`config.mk`:
```
export PLATFORM = sky130hd
export DESIGN_NAME = ram_arbiter
export DESIGN_NICKNAME = d
export VERILOG_FILES = /design/src/rtl/ram_arbiter_pkg.sv /design/src/rtl/ram_arbiter_grant.sv /design/src/rtl/ram_arbiter.sv
export SDC_FILE = /design/constraint.sdc
export NUM_CORES = 1
export LEC_CHECK = 0
export CORE_MARGIN = 3
export CORE_UTILIZATION = 32
export CTS_CLUSTER_DIAMETER = 200
export DETAILED_ROUTE_END_ITERATION = 8
export MAX_ROUTING_LAYER = met4
export PLACE_DENSITY = 0.78
export SLEW_MARGIN = 20
export SYNTH_ARGS = -nofsm -noshare
export SYNTH_HDL_FRONTEND = slang
export SYNTH_SLANG_ARGS = --single-unit
```
`constraint.sdc`:
```
create_clock -name clk -period 2.95 [get_ports clk]
set_input_delay 0.59 -clock clk [delete_from_list [all_inputs] [get_ports clk]]
set_output_delay 0.59 -clock clk [all_outputs]
set_load 0.005 [all_outputs]
```
`src/rtl/ram_arbiter_pkg.sv`:
```
// ram_arbiter_pkg
//   Shared definitions for the SRAM arbiter:
//   - FSM state encoding (IDLE, CPU_ACC, VID_ACC)
//   - be_decode(): SRAM byte-enable pattern for a CPU access
package ram_arbiter_pkg;

  localparam logic [1:0] IDLE    = 2'd0;
  localparam logic [1:0] CPU_ACC = 2'd1;
  localparam logic [1:0] VID_ACC = 2'd2;

  // Byte stores enable the single lane selected by the low address bits;
  // every read and every word store uses all four lanes.
  function automatic logic [3:0] be_decode(input logic [1:0] adr,
                                           input logic       ben,
                                           input logic       wr);
    logic [3:0] be;
    if (wr && ben) be = 4'b0001 << adr;
    else           be = 4'hF;
    return be;
  endfunction

endpackage

```
`src/rtl/ram_arbiter_grant.sv`:
```
// ram_arbiter_grant
//   Winner selection for the SRAM arbiter plus the fairness state.
//   Default build: video wins while it has fewer than MAX_VID_RUN consecutive
//   grants; a CPU grant clears the run counter.
//   RAM_ARBITER_RR_EN defined: a last-winner bit alternates grants when both
//   request (reset value = CPU, so video wins the first contention).
// Ports
//   clk_i      clock
//   rst_i      asynchronous active-high reset
//   arb_i      arbitration cycle (arbiter is in IDLE); fairness state updates
//   vid_req_i  video request
//   vid_win_o  1 = video granted this arbitration, 0 = CPU granted
module ram_arbiter_grant
  import ram_arbiter_pkg::*;
#(
  parameter int unsigned MAX_VID_RUN = 4
) (
  input  logic clk_i,
  input  logic rst_i,
  input  logic arb_i,
  input  logic vid_req_i,
  output logic vid_win_o
);

`ifdef RAM_ARBITER_RR_EN

  logic last_vid_q, last_vid_d;

  assign vid_win_o = vid_req_i && !last_vid_q;

  always_comb begin
    last_vid_d = last_vid_q;
    if (arb_i) last_vid_d = vid_win_o;
  end

  always_ff @(posedge clk_i or posedge rst_i) begin
    if (rst_i) last_vid_q <= 1'b0;
    else       last_vid_q <= last_vid_d;
  end

`else

  localparam logic [3:0] RUN_MAX = 4'(MAX_VID_RUN);

  logic [3:0] vrun_q, vrun_d;

  assign vid_win_o = vid_req_i && (vrun_q < RUN_MAX);

  always_comb begin
    vrun_d = vrun_q;
    if (arb_i) begin
      if (vid_win_o) vrun_d = (vrun_q == RUN_MAX) ? vrun_q : vrun_q + 4'd1;
      else           vrun_d = '0;
    end
  end

  always_ff @(posedge clk_i or posedge rst_i) begin
    if (rst_i) vrun_q <= '0;
    else       vrun_q <= vrun_d;
  end

`endif

endmodule

```
`src/rtl/ram_arbiter.sv`:
```
// ram_arbiter
//   Shares the single external SRAM between the RISC5 CPU and the video
//   refresh reader. Generates the CPU memwait stall, muxes address, data and
//   byte lanes, and inserts WAIT_STATES extra cycles per SRAM access.
//   Optional build macro: RAM_ARBITER_RR_EN (strict round-robin arbitration).
// Ports
//   clk, rst                  clock, asynchronous active-high reset
//   cpu_adr/wr/ben/wdata      CPU request (CPU requests every cycle)
//   cpu_rdata, cpu_wait       read data and memwait stall to the CPU
//   vid_req/vid_adr           video word read request (held until vid_ack)
//   vid_ack, vid_rdata        video completion pulse and read data
//   mem_adr/ce/we/be/wdata    SRAM pins out
//   mem_rdata                 SRAM read data in
module ram_arbiter
  import ram_arbiter_pkg::*;
#(
  parameter int unsigned ADDR_W      = 24,
  parameter int unsigned WAIT_STATES = 1,
  parameter int unsigned MAX_VID_RUN = 4
) (
  input  logic              clk,
  input  logic              rst,
  input  logic [ADDR_W-1:0] cpu_adr,
  input  logic              cpu_wr,
  input  logic              cpu_ben,
  input  logic [31:0]       cpu_wdata,
  output logic [31:0]       cpu_rdata,
  output logic              cpu_wait,
  input  logic              vid_req,
  input  logic [ADDR_W-3:0] vid_adr,
  output logic              vid_ack,
  output logic [31:0]       vid_rdata,
  output logic [ADDR_W-3:0] mem_adr,
  output logic              mem_ce,
  output logic              mem_we,
  output logic [3:0]        mem_be,
  output logic [31:0]       mem_wdata,
  input  logic [31:0]       mem_rdata
);

  localparam logic       WS_ZERO   = (WAIT_STATES == 0);
  localparam logic [2:0] WCNT_INIT = WS_ZERO ? 3'd0 : 3'(WAIT_STATES - 1);

  logic [1:0]        state_q, state_d;
  logic [2:0]        wcnt_q, wcnt_d;
  logic [ADDR_W-3:0] adr_q, adr_d;
  logic [3:0]        be_q, be_d;
  logic              we_q, we_d;
  logic [31:0]       wdata_q, wdata_d;

  logic arb;
  logic vid_win;
  logic done;
  logic is_vid;

  // IDLE is always an arbitration cycle: the CPU requests every cycle.
  assign arb = (state_q == IDLE);

  ram_arbiter_grant #(
    .MAX_VID_RUN (MAX_VID_RUN)
  ) u_grant (
    .clk_i     (clk),
    .rst_i     (rst),
    .arb_i     (arb),
    .vid_req_i (vid_req),
    .vid_win_o (vid_win)
  );

  // Access lines: driven straight from the winner in the arbitration cycle,
  // then replayed from the captured copy so they stay constant for the whole
  // access even if the video requester drops its request.
  always_comb begin
    adr_d   = adr_q;
    be_d    = be_q;
    we_d    = we_q;
    wdata_d = wdata_q;
    if (arb) begin
      if (vid_win) begin
        adr_d = vid_adr;
        be_d  = 4'hF;
        we_d  = 1'b0;
      end else begin
        adr_d = cpu_adr[ADDR_W-1:2];
        be_d  = be_decode(cpu_adr[1:0], cpu_ben, cpu_wr);
        we_d  = cpu_wr;
      end
      wdata_d = cpu_wdata;
    end
  end

  always_comb begin
    state_d = state_q;
    wcnt_d  = wcnt_q;
    case (state_q)
      IDLE: begin
        if (!WS_ZERO) begin
          state_d = vid_win ? VID_ACC : CPU_ACC;
          wcnt_d  = WCNT_INIT;
        end
      end
      CPU_ACC, VID_ACC: begin
        if (wcnt_q == 3'd0) state_d = IDLE;
        else                wcnt_d  = wcnt_q - 3'd1;
      end
      default: state_d = IDLE;
    endcase
  end

  always_ff @(posedge clk or posedge rst) begin
    if (rst) begin
      state_q <= IDLE;
      wcnt_q  <= '0;
      adr_q   <= '0;
      be_q    <= '0;
      we_q    <= 1'b0;
      wdata_q <= '0;
    end else begin
      state_q <= state_d;
      wcnt_q  <= wcnt_d;
      adr_q   <= adr_d;
      be_q    <= be_d;
      we_q    <= we_d;
      wdata_q <= wdata_d;
    end
  end

  // With zero wait states the arbitration cycle is also the completion cycle.
  assign done   = arb ? WS_ZERO : (wcnt_q == 3'd0);
  assign is_vid = arb ? vid_win : (state_q == VID_ACC);

  // Strobes are gated by rst so they drop the moment reset is asserted,
  // including in the middle of an access.
  assign cpu_wait  = rst | ~(done & ~is_vid);
  assign vid_ack   = ~rst & done & is_vid;
  assign mem_ce    = ~rst;
  assign mem_we    = ~rst & we_d;
  assign mem_adr   = adr_d;
  assign mem_be    = be_d;
  assign mem_wdata = wdata_d;
  assign cpu_rdata = mem_rdata;
  assign vid_rdata = mem_rdata;

endmodule

```
==> results.ini <==
[outcome]
status=finished, final reports clean

[floorplan]
die_x_um=109.4
coreArea_um2=10370
rows=37
die_area_um2=11960
die_h_um=109.4
initial_utilization_pct=32.98
ios=241

[sta]
worst_slew_pin_slew_ns=0.7141
fin_skew_ns=0.006735
max_freq_ghz=0.3441
slew_viol_final=0
hold_viol=0
layout_min_cycle_time_ns=2.906
rsz0062_at_grt=true
relSlewSlack_pct=52.39
timing.final.crit_share_pct=98.52
setup_viol=0
holdWs_ns=0.4860

[cts]
cts_tree=done
root_buffer=clkbuf_8
cts.sinks=68
htree_levels=3
post_cts_buffers=0
cts_buffer_depth=2
clkTransAtPathRegs_ns=0.07
clk_latency_ns=0.34
cts_made_buffers=9

[route]
antenna_left=0
num_vias=2511
drtIter0Drc=75
route.detailed.wl_per_inst_um=16.18
dr.pass1.iters=4
viasPerCell=4.557
drc_errors=0
wl_um=8914

[place]
portBuffers=144
placed_cell_area_um2=4568
dpl.hpwl_um=6410
gp_congestion=0.7451

[synthesis]
ys_seq_elements=68
yosys.cell_types.count=26
avgSynthCellArea_um2=10.49
synth_area_um2=3420
yosys_warnings=0
synth_nets=448
synth_seq_area_share_pct=49.76
syn_inst=326

[setup_path]
cp-start-kind=input port
worstSetupPathType=input port to primary output
end_kind=primary output
required_ns=2.36
worstPathMaxFanout=19
path_buf_inv=3
crit_family=buffers and inverters
max_stage_delay_ns=0.47
cp_slowest_cell=clkdlybuf4s50_1
critPathMostFrequentCell=clkdlybuf4s50_1
arrival_ns=2.32
worstPathCellList=clkdlybuf4s50_1 -> or3b_1 -> buf_12 -> nand2_1 -> a31oi_2 -> clkdlybuf4s50_1

[layout]
fin_area_um2=4987
area_delta_synth_final_pct=45.85
fin_nets=532
antennaDiodeCount=0
drive_gt1_share_pct=20.96

[global_routing]
track_usage_pct=14.89
grt_overflow=0
antenna_found_initial=0
grt_max_degree=54
grt_pass1_wl_um=13210
grt_pass1_vias=2630

[pwr]
peakVddDrop_mv=0.3466
power_leakage_uw=0.002188
p_per_area_nw_per_um2=771.8

[worst_hold_path]
hp-class=register to register

[job]
maxCapViolations=0

-- sequential cells by signal, summed over array words and instances, names as in the netlist --
signal          count
be_q                4
adr_q              22
wdata_q            32
u_grant.vrun_q      4
state_q             2
wcnt_q              3
we_q                1
-- where the power goes --
part           total (uW)  switching (uW)  internal (uW)
registers            1320            86.6           1240
logic                1600             662            935
clock network         930             366            563
-- per-layer routing --
layer  vias to the layer above  share of wire [%]  GRT usage [%]  wire [um]
li1                       1180                  -              -          -
met1                      1221                 40          18.08       3536
met2                        79                 53          23.50       4691
met3                        31                5.3          3.817        469
met4                         0                2.4          6.500        216
met5                         -                  0              -          0
-- synth_stat cells, drive strengths merged --
cell,instances,area [um^2]
o22ai,4,31.28
ha,7,87.58
and2,1,6.260
nor2,30,112.6
a21oi,4,20.02
dfrtp,68,1702
or3b,1,8.760
o21ai,3,15.01
nand2b,3,18.77
nor2b,1,6.260
clkbuf,5,18.77
buf,76,568.0
a22o,1,8.760
nor3b,1,12.51
mux2i,3,30.03
a31oi,22,137.6
nand3,5,25.02
o32a,1,10.01
mux2,32,360.4
inv,10,37.54
nand2,48,202.7
-- cell type report --
class,count,area (um^2)
Fill cell,935,5383
Sequential cell,68,1702
Timing Repair Buffer,154,1622
Multi-Input combinational cell,167,1217
Tap cell,136,170.2
Clock buffer,10,127.6
Clock inverter,6,111.4
Inverter,10,37.54
-- kinds of logic (layout without fill, tap and decap cells) --
| logic type | count (synthesis) | count (layout) | synth area share [%] |
|---|---|---|---|
| adder cells (fa/ha/maj) | 7 | 7 | 2.561 |
| buffers and inverters | 91 | 180 | 18.26 |
| multiplexers | 35 | 35 | 11.42 |
| AO/OA/AOI/OAI | 35 | 35 | 6.513 |
| AND/OR/NAND/NOR | 90 | 90 | 11.49 |
| flip-flops | 68 | 68 | 49.76 |
-- per-stage QoR --
stage / util, % / worst slack (ns) / setup TNS, ns / cells / total power [uW]
final: 48.09 / 0.04365 / 0 / 551 / 3849
after global routing: 48.09 / -0.04262 / -0.07569 / 551 / 4083
after CTS: 46.36 / -0.01358 / -0.03342 / 551 / 3866
after detailed placement: 44.05 / 0.002824 / 0 / 535 / 2909
after global placement: 44.05 / 0.02825 / 0 / 535 / 2860
after floorplan: - / 0.02322 / 0 / 326 / 2078
-- worst paths after layout --
| kind | start | to | slack, ns | cells past startpoint |
|---|---|---|---|---|
| worst max-delay path | vid_req | mem_adr[5] | 0.04 | 6 |
| worst min-delay path | wcnt_q[0] | wcnt_q[0] | 0.49 | 1 |
| worst max register to register | state_q[0] | be_q[1] | 1.41 | 5 |
| worst min register to register | wcnt_q[0] | wcnt_q[0] | 0.49 | 1 |
| max in group asynchronous | rst | wdata_q[6] | 1.59 | 3 |
| min in group asynchronous | rst | wdata_q[22] | 0.68 | 3 |
-- worst reg2reg max path: stages (launching register included) --
cell and delay (ns):
dfrtp_1 0.37, inv_1 0.20, ha_4 0.29, nand3_1 0.17
nor2_1 0.28, a21oi_2 0.11
-- cell usage in the layout (no fill, tap or decap), drive strengths merged, types with 4 or more instances in the layout --
| cell type | Yosys | final |
|---|---|---|
| a21oi | 4 | 4 |
| mux2 | 32 | 32 |
| ha | 7 | 7 |
| clkdlybuf4s50 | 0 | 120 |
| buf | 76 | 10 |
| o22ai | 4 | 4 |
| dlymetal6s2s | 0 | 24 |
| inv | 10 | 11 |
| a31oi | 22 | 22 |
| clkbuf | 5 | 10 |
| nand2 | 48 | 48 |
| dfrtp | 68 | 68 |
| nand3 | 5 | 5 |
| nor2 | 30 | 30 |
-- repair_timing --
action	4_1_cts	5_1_grt
gates resized for setup	0	44
endpoints found under the setup margin	5	28
hold buffers	0	0
Note: power is estimated with default switching activity, not from simulation.
